===== src/rtl/fila_controller_if.sv =====
// Handshake bundle between fila_controller, the deserializer/user side and the fila queue.
// The controller takes the slave modport; the driving environment takes master.
interface fila_controller_if #(
    parameter int CNT_W = 8
);
    logic             data_ready;
    logic             dequeue_req;
    logic [7:0]       len_in;
    logic             enqueue_out;
    logic             ack_out;
    logic             dequeue_out;
    logic             full_out;
    logic             empty_out;
    logic [CNT_W-1:0] drop_count;

    modport master (
        output data_ready, dequeue_req, len_in,
        input  enqueue_out, ack_out, dequeue_out, full_out, empty_out, drop_count
    );

    modport slave (
        input  data_ready, dequeue_req, len_in,
        output enqueue_out, ack_out, dequeue_out, full_out, empty_out, drop_count
    );
endinterface


===== src/rtl/fila_controller.sv =====
// Sequences deserializer->fila enqueues, user dequeues and full-queue timeouts on clk_10KHz.
// Optional DES_SYNC_EN adds 2-flop synchronizers on data_ready and dequeue_req.
module fila_controller #(
    parameter int DEPTH       = 8,
    parameter int HOLD_CYCLES = 16,
    parameter int CNT_W       = 8
) (
    input  logic              clk_10KHz,
    input  logic              reset,
    fila_controller_if.slave  bus
);
    localparam logic [1:0] IDLE     = 2'd0;
    localparam logic [1:0] ENQ      = 2'd1;
    localparam logic [1:0] HOLD     = 2'd2;
    localparam logic [1:0] WAIT_LOW = 2'd3;

    localparam int              HOLD_W    = $clog2(HOLD_CYCLES + 1);
    localparam logic [HOLD_W-1:0] HOLD_LAST = HOLD_W'(HOLD_CYCLES - 1);
    localparam logic [7:0]      DEPTH_L   = 8'(DEPTH);

    logic rdy_s;
    logic deq_s;

`ifdef DES_SYNC_EN
    logic [1:0] rdy_sync;
    logic [1:0] deq_sync;

    always_ff @(posedge clk_10KHz or negedge reset) begin
        if (!reset) begin
            rdy_sync <= 2'b00;
            deq_sync <= 2'b00;
        end else begin
            rdy_sync <= {rdy_sync[0], bus.data_ready};
            deq_sync <= {deq_sync[0], bus.dequeue_req};
        end
    end

    assign rdy_s = rdy_sync[1];
    assign deq_s = deq_sync[1];
`else
    assign rdy_s = bus.data_ready;
    assign deq_s = bus.dequeue_req;
`endif

    logic [1:0]        state;
    logic [1:0]        state_d;
    logic [HOLD_W-1:0] hold_cnt;
    logic [HOLD_W-1:0] hold_d;
    logic              rdy_q;
    logic              deq_q;
    logic              deq_pend;
    logic              pend_d;
    logic              enq_r;
    logic              ack_r;
    logic              deq_r;
    logic              full_r;
    logic              empty_r;
    logic [CNT_W-1:0]  drop_r;

    logic rise_rdy;
    logic rise_deq;
    logic full_now;
    logic guard;
    logic drop;
    logic pend_now;
    logic deq_slot;
    logic deq_issue;

    assign rise_rdy = rdy_s & ~rdy_q;
    assign rise_deq = deq_s & ~deq_q;
    assign full_now = (bus.len_in >= DEPTH_L);
    // Any queue operation this cycle blocks the next one so len_in can settle.
    assign guard    = enq_r | deq_r;

    // A byte arriving during a guard cycle parks in HOLD so it is not lost.
    always_comb begin
        state_d = state;
        hold_d  = hold_cnt;
        drop    = 1'b0;
        case (state)
            IDLE: begin
                if (rise_rdy) begin
                    if (!full_now && !guard) begin
                        state_d = ENQ;
                    end else begin
                        state_d = HOLD;
                        hold_d  = '0;
                    end
                end
            end
            ENQ: begin
                state_d = WAIT_LOW;
            end
            HOLD: begin
                if (!full_now && !guard) begin
                    state_d = ENQ;
                end else if (full_now && hold_cnt == HOLD_LAST) begin
                    drop    = 1'b1;
                    state_d = WAIT_LOW;
                end else if (hold_cnt != HOLD_LAST) begin
                    hold_d = hold_cnt + HOLD_W'(1);
                end
            end
            WAIT_LOW: begin
                if (!rdy_s) begin
                    state_d = IDLE;
                end
            end
            default: begin
                state_d = IDLE;
            end
        endcase
    end

    // Enqueue wins the slot; a pending dequeue against an empty queue is discarded.
    assign pend_now  = deq_pend | rise_deq;
    assign deq_slot  = pend_now & ~guard & (state_d != ENQ);
    assign deq_issue = deq_slot & (bus.len_in != 8'd0);
    assign pend_d    = pend_now & ~deq_slot;

    always_ff @(posedge clk_10KHz or negedge reset) begin
        if (!reset) begin
            state    <= IDLE;
            hold_cnt <= '0;
            rdy_q    <= 1'b1;
            deq_q    <= 1'b1;
            deq_pend <= 1'b0;
            enq_r    <= 1'b0;
            ack_r    <= 1'b0;
            deq_r    <= 1'b0;
            full_r   <= 1'b0;
            empty_r  <= 1'b1;
            drop_r   <= '0;
        end else begin
            state    <= state_d;
            hold_cnt <= hold_d;
            rdy_q    <= rdy_s;
            deq_q    <= deq_s;
            deq_pend <= pend_d;
            enq_r    <= (state_d == ENQ);
            ack_r    <= (state_d == ENQ) | drop;
            deq_r    <= deq_issue;
            full_r   <= (bus.len_in >= DEPTH_L);
            empty_r  <= (bus.len_in == 8'd0);
            if (drop && drop_r != {CNT_W{1'b1}}) begin
                drop_r <= drop_r + CNT_W'(1);
            end
        end
    end

    assign bus.enqueue_out = enq_r;
    assign bus.ack_out     = ack_r;
    assign bus.dequeue_out = deq_r;
    assign bus.full_out    = full_r;
    assign bus.empty_out   = empty_r;
    assign bus.drop_count  = drop_r;
endmodule


===== src/flat_wrapper.sv =====
// flat-port wrapper written by rule: the top's interface ports become plain ports
module fila_controller_flat 
#(
    parameter int DEPTH       = 8,
    parameter int HOLD_CYCLES = 16,
    parameter int CNT_W       = 8
)
  (clk_10KHz, reset, bus_data_ready, bus_dequeue_req, bus_len_in, bus_enqueue_out, bus_ack_out, bus_dequeue_out, bus_full_out, bus_empty_out, bus_drop_count);
  fila_controller_if #(.CNT_W(CNT_W)) bus_i ();
  input  logic clk_10KHz;
  input  logic reset;
  input wire logic [$bits(bus_i.data_ready)-1:0] bus_data_ready;
  input wire logic [$bits(bus_i.dequeue_req)-1:0] bus_dequeue_req;
  input wire logic [$bits(bus_i.len_in)-1:0] bus_len_in;
  output wire logic [$bits(bus_i.enqueue_out)-1:0] bus_enqueue_out;
  output wire logic [$bits(bus_i.ack_out)-1:0] bus_ack_out;
  output wire logic [$bits(bus_i.dequeue_out)-1:0] bus_dequeue_out;
  output wire logic [$bits(bus_i.full_out)-1:0] bus_full_out;
  output wire logic [$bits(bus_i.empty_out)-1:0] bus_empty_out;
  output wire logic [$bits(bus_i.drop_count)-1:0] bus_drop_count;
  assign bus_i.data_ready = bus_data_ready;
  assign bus_i.dequeue_req = bus_dequeue_req;
  assign bus_i.len_in = bus_len_in;
  assign bus_enqueue_out = bus_i.enqueue_out;
  assign bus_ack_out = bus_i.ack_out;
  assign bus_dequeue_out = bus_i.dequeue_out;
  assign bus_full_out = bus_i.full_out;
  assign bus_empty_out = bus_i.empty_out;
  assign bus_drop_count = bus_i.drop_count;
  fila_controller #(.DEPTH(DEPTH), .HOLD_CYCLES(HOLD_CYCLES), .CNT_W(CNT_W)) u_core (.clk_10KHz(clk_10KHz), .reset(reset), .bus(bus_i));
endmodule

===== config.mk =====
export PLATFORM = sky130hd
export DESIGN_NAME = fila_controller_flat
export DESIGN_NICKNAME = d
export VERILOG_FILES = /design/src/rtl/fila_controller_if.sv /design/src/rtl/fila_controller.sv /design/src/flat_wrapper.sv
export SDC_FILE = /design/constraint.sdc
export NUM_CORES = 1
export LEC_CHECK = 0
export CORE_MARGIN = 1.5
export CORE_UTILIZATION = 45
export DETAILED_ROUTE_END_ITERATION = 8
export GPL_TIMING_DRIVEN = 0
export PLACE_DENSITY = 0.72
export SLEW_MARGIN = 10
export SYNTH_ARGS = -nofsm -noshare
export SYNTH_HDL_FRONTEND = slang
export SYNTH_SLANG_ARGS = --single-unit
export TNS_END_PERCENT = 1

===== constraint.sdc =====
create_clock -name clk_10KHz -period 2.5 [get_ports clk_10KHz]
set_input_delay 0.375 -clock clk_10KHz [delete_from_list [all_inputs] [get_ports clk_10KHz]]
set_output_delay 0.375 -clock clk_10KHz [all_outputs]
set_load 0.01 [all_outputs]

==> flow_summary.html <==
<table>
<tr><th>Metric</th><th>Value</th></tr>
<tr><th colspan="2">Routing</th></tr>
<tr><td>Total Wirelength</td><td>1930 um</td></tr>
<tr><td>Routed wire length per instance</td><td>13.0 um</td></tr>
<tr><td>Post-DR vias/cell</td><td>5.46</td></tr>
<tr><td>Via count</td><td>813</td></tr>
<tr><td>DRC marker count from the first detailed-route iteration</td><td>5</td></tr>
<tr><td>DRC viols</td><td>0</td></tr>
<tr><td>Post-route ant nets</td><td>0</td></tr>
<tr><td>Detailed Routing Iterations Pass 1</td><td>4</td></tr>
<tr><th colspan="2">Timing</th></tr>
<tr><td>Final setup violation count</td><td>0</td></tr>
<tr><td>Max-slew headroom at the worst pin</td><td>0.348</td></tr>
<tr><td>Period Utilization, post-route</td><td>0.833</td></tr>
<tr><td>Hold WS</td><td>0.478 ns</td></tr>
<tr><td>Peak Freq</td><td>480 MHz</td></tr>
<tr><td>Final Max Slew Viols</td><td>0</td></tr>
<tr><td>Clock period minus worst slack</td><td>2.08 ns</td></tr>
<tr><td>RSZ-0062 raised after global routing</td><td>false</td></tr>
<tr><td>Setup skew after layout</td><td>0.00712 ns</td></tr>
<tr><td>Crit path setup slack, layout</td><td>0.418 ns</td></tr>
<tr><td>Worst-margin pin slew</td><td>0.975 ns</td></tr>
<tr><td>Summed negative setup slack over all endpoints</td><td>0 ns</td></tr>
<tr><td>Number of hold violations in the final report</td><td>0</td></tr>
<tr><th colspan="2">Critical path</th></tr>
<tr><td>Minimum setup slack among reg-to-reg paths</td><td>0.44 ns</td></tr>
<tr><td>Required time of the worst setup path</td><td>2.71 ns</td></tr>
<tr><td>Element type at the critical path start</td><td>primary input</td></tr>
<tr><td>Critical Path Sink Type</td><td>register</td></tr>
<tr><td>Crit path kind</td><td>primary input to register</td></tr>
<tr><td>Timing startpoint of the critical path</td><td>bus_len_in[7]</td></tr>
<tr><td>Arrival @ worst endpoint</td><td>2.30 ns</td></tr>
<tr><td>Crit-path max FO</td><td>8</td></tr>
<tr><td>Reg2Reg Launch Point</td><td>u_core.hold_cnt[0]</td></tr>
<tr><th colspan="2">Yosys</th></tr>
<tr><td>Combinational family with the most area after synthesis</td><td>simple AND/OR/NAND/NOR gates</td></tr>
<tr><td>Distinct cell type count of the synthesized netlist</td><td>32</td></tr>
<tr><td>Synth Cell Area</td><td>1050 um^2</td></tr>
<tr><td>Async set or reset register ratio after synthesis</td><td>1.00</td></tr>
<tr><td>Yosys Warn Count</td><td>0</td></tr>
<tr><td>Number of flip-flops and latches in the synthesized netlist</td><td>23</td></tr>
<tr><td>Portion of netlist area occupied by mux cells</td><td>0.0488</td></tr>
<tr><td>Syn Area/Cell</td><td>11.3 um^2</td></tr>
<tr><td>Post-synthesis net count</td><td>108</td></tr>
<tr><td>Compound-cell area share of the yosys netlist</td><td>0.0725</td></tr>
<tr><td>Post-synthesis adder-cell area fraction</td><td>0.0357</td></tr>
<tr><td>Cells after synthesis</td><td>93</td></tr>
<tr><td>Sequential area share after synthesis</td><td>0.551</td></tr>
<tr><td>Fraction of the mapped netlist area in simple logic gates</td><td>0.225</td></tr>
<tr><td>Synth Area in XOR/XNOR</td><td>0.0499</td></tr>
<tr><td>Dominant register cell in the synthesized netlist</td><td>dfrtp_1</td></tr>
<tr><td>Number of flops mapped to enable cells by yosys</td><td>0</td></tr>
<tr><th colspan="2">Floorplanning</th></tr>
<tr><td>Die Span X</td><td>51.4 um</td></tr>
<tr><td>Core Area</td><td>2210 um^2</td></tr>
<tr><td>Die Area</td><td>2640 um^2</td></tr>
<tr><td>Number of ports placed on the die boundary</td><td>25</td></tr>
<tr><td>DIE HEIGHT</td><td>51.4 um</td></tr>
<tr><td>Count of standard-cell rows</td><td>17</td></tr>
<tr><td>Initial Utilization</td><td>0.476</td></tr>
<tr><th colspan="2">Global route</th></tr>
<tr><td>Number of antenna violations at the first check in global routing</td><td>0</td></tr>
<tr><td>GRT Total Usage</td><td>0.171</td></tr>
<tr><td>Largest net degree at the start of global routing</td><td>24</td></tr>
<tr><td>Via count of the first global-routing pass</td><td>763</td></tr>
<tr><td>Global-route wire length before repair</td><td>3260 um</td></tr>
<tr><td>Total grt overflow</td><td>0</td></tr>
<tr><th colspan="2">Placed design</th></tr>
<tr><td>Placed instance area</td><td>1330 um^2</td></tr>
<tr><td>RD Place Congestion</td><td>0.764</td></tr>
<tr><td>HPWL after detailed placement</td><td>1460 um</td></tr>
<tr><td>Count of placed standard cells including taps</td><td>145</td></tr>
<tr><td>Dpl ws</td><td>0.0859 ns</td></tr>
<tr><td>Number of I/O port buffers</td><td>24</td></tr>
<tr><th colspan="2">Clock network</th></tr>
<tr><td>CTS tree</td><td>yes</td></tr>
<tr><td>Total setup buffers inserted after CTS</td><td>0</td></tr>
<tr><td>CTS Buf Count</td><td>3</td></tr>
<tr><td>Post-CTS resize count</td><td>0</td></tr>
<tr><td>Worst-skew pair later-pin latency</td><td>0.31 ns</td></tr>
<tr><td>Root buf cell</td><td>clkbuf_4</td></tr>
<tr><td>Clock slew at the register clock pins of the worst setup and hold paths</td><td>0.12 ns</td></tr>
<tr><td>Buffers from clock root to sink, at most</td><td>2</td></tr>
<tr><td># clock sinks</td><td>23</td></tr>
<tr><td>Hold-fix buffers at CTS</td><td>0</td></tr>
<tr><td>Depth of the CTS H-tree</td><td>1</td></tr>
<tr><th colspan="2">Run status</th></tr>
<tr><td>Outcome</td><td>completed</td></tr>
<tr><th colspan="2">Cells and area</th></tr>
<tr><td>Layout area overhead</td><td>28.8%</td></tr>
<tr><td># fillers</td><td>187</td></tr>
<tr><td>Count of inserted antenna diode cells</td><td>0</td></tr>
<tr><td>Number of non-filler instances in the completed layout</td><td>149</td></tr>
<tr><td>Multi-input gate area in the final layout</td><td>454 um^2</td></tr>
<tr><td>Layout cells sized above 1</td><td>0.124</td></tr>
<tr><td>Share of the core filled with cells</td><td>0.613</td></tr>
<tr><td>Final Net Count</td><td>137</td></tr>
<tr><td>Sequential Area</td><td>579 um^2</td></tr>
<tr><td>Summed area of non-filler cells in the final layout</td><td>1360 um^2</td></tr>
<tr><th colspan="2">Min path</th></tr>
<tr><td>Hold_sp</td><td>bus_dequeue_req</td></tr>
<tr><td>Type of the most critical hold path</td><td>primary input to register</td></tr>
<tr><th colspan="2">Pwr</th></tr>
<tr><td>Pwr per Cell Area</td><td>709 nW/um^2</td></tr>
<tr><td>Total power draw</td><td>0.961 mW</td></tr>
<tr><td>Worst supply voltage drop on vdd</td><td>0.380 mV</td></tr>
<tr><td>Static power due to leakage</td><td>0.634 nW</td></tr>
<tr><th colspan="2">Flow run</th></tr>
<tr><td>Number of max-capacitance violations reported</td><td>0</td></tr>
</table>
==> final cells by class <==
type                       instances  share of cell area
sequential                        23               0.428
inverter                           5              0.0139
multi-input combinational         65               0.335
clock inverter                     1             0.00369
timing repair buffer              24               0.177
clock buffer                       3              0.0166
tap                               28              0.0259
==> where the power goes <==
part           switching, mW  internal, mW
logic                  0.128         0.163
clock network          0.108        0.0598
registers             0.0628         0.439
==> kinds of logic after synthesis <==
family	Yosys count
compound gates	12
mux	4
flops	23
buf+inv	5
xor+xnor	6
simple gates	40
fa+ha+maj	3
==> cells in the mapped netlist (2+ instances only) <==
| cell | instances | share of area |
|---|---|---|
| nor2_1 | 4 | 0.014 |
| dfrtp_1 | 20 | 0.48 |
| nor3_1 | 3 | 0.014 |
| nor4b_1 | 2 | 0.017 |
| nand2_1 | 8 | 0.029 |
| or4_4 | 2 | 0.021 |
| dfstp_2 | 3 | 0.075 |
| nand2b_1 | 3 | 0.018 |
| a21oi_1 | 3 | 0.014 |
| inv_1 | 5 | 0.018 |
| mux2_4 | 2 | 0.029 |
| ha_1 | 3 | 0.036 |
| nor4_1 | 5 | 0.030 |
| o21ai_0 | 3 | 0.014 |
| xor2_1 | 6 | 0.050 |
| nand3_1 | 5 | 0.024 |
==> state kept, by name (all words and copies together), names as in the netlist <==
register	cells
u_core.bus.enqueue_out	1
u_core.bus.dequeue_out	1
u_core.bus.full_out	1
u_core.deq_q	1
u_core.deq_pend	1
u_core.bus.ack_out	1
u_core.bus.empty_out	1
u_core.hold_cnt	5
u_core.rdy_q	1
u_core.bus.drop_count	8
u_core.state	2
==> worst max-delay path, cell delays in order <==
cell and delay [ns]:
clkdlybuf4s50_1 0.40, or4_4 0.55, o211ai_1 0.54, nor2_2 0.14
mux2_2 0.29
==> final timing paths <==
check | depth (start not counted) | end
worst max-delay path | 5 | u_core.bus.drop_count[1]
worst min-delay path | 1 | u_core.deq_q
worst max register to register | 7 | u_core.hold_cnt[2]
worst min register to register | 1 | u_core.bus.drop_count[6]
max in group asynchronous | 1 | u_core.bus.drop_count[5]
min in group asynchronous | 1 | u_core.hold_cnt[1]
==> layout by cell type, fill, tap and decap left out, drive strengths merged <==
cell / count
a21o: 1
a21oi: 3
a31oi: 1
a41oi: 1
and3: 2
clkbuf: 3
clkdlybuf4s50: 24
clkinv: 1
dfrtp: 20
dfstp: 3
ha: 3
inv: 5
mux2: 3
mux2i: 1
nand2: 8
nand2b: 3
nand3: 5
nand4: 1
nor2: 5
nor2b: 1
nor3: 3
nor3b: 1
nor4: 5
nor4b: 2
o211ai: 1
o21ai: 3
o31a: 1
o31ai: 1
or2: 1
or4: 2
or4bb: 1
xor2: 6
==> per-layer routing <==
metal / global-route usage / routed length, um / up-vias
li1: - / - / 393
met1: 0.216 / 875 / 390
met2: 0.271 / 906 / 25
met5: 0 / 0 / -
met3: 0.0380 / 102 / 5
met4: 0.0965 / 48 / 0
(Power assumes the default switching activity.)
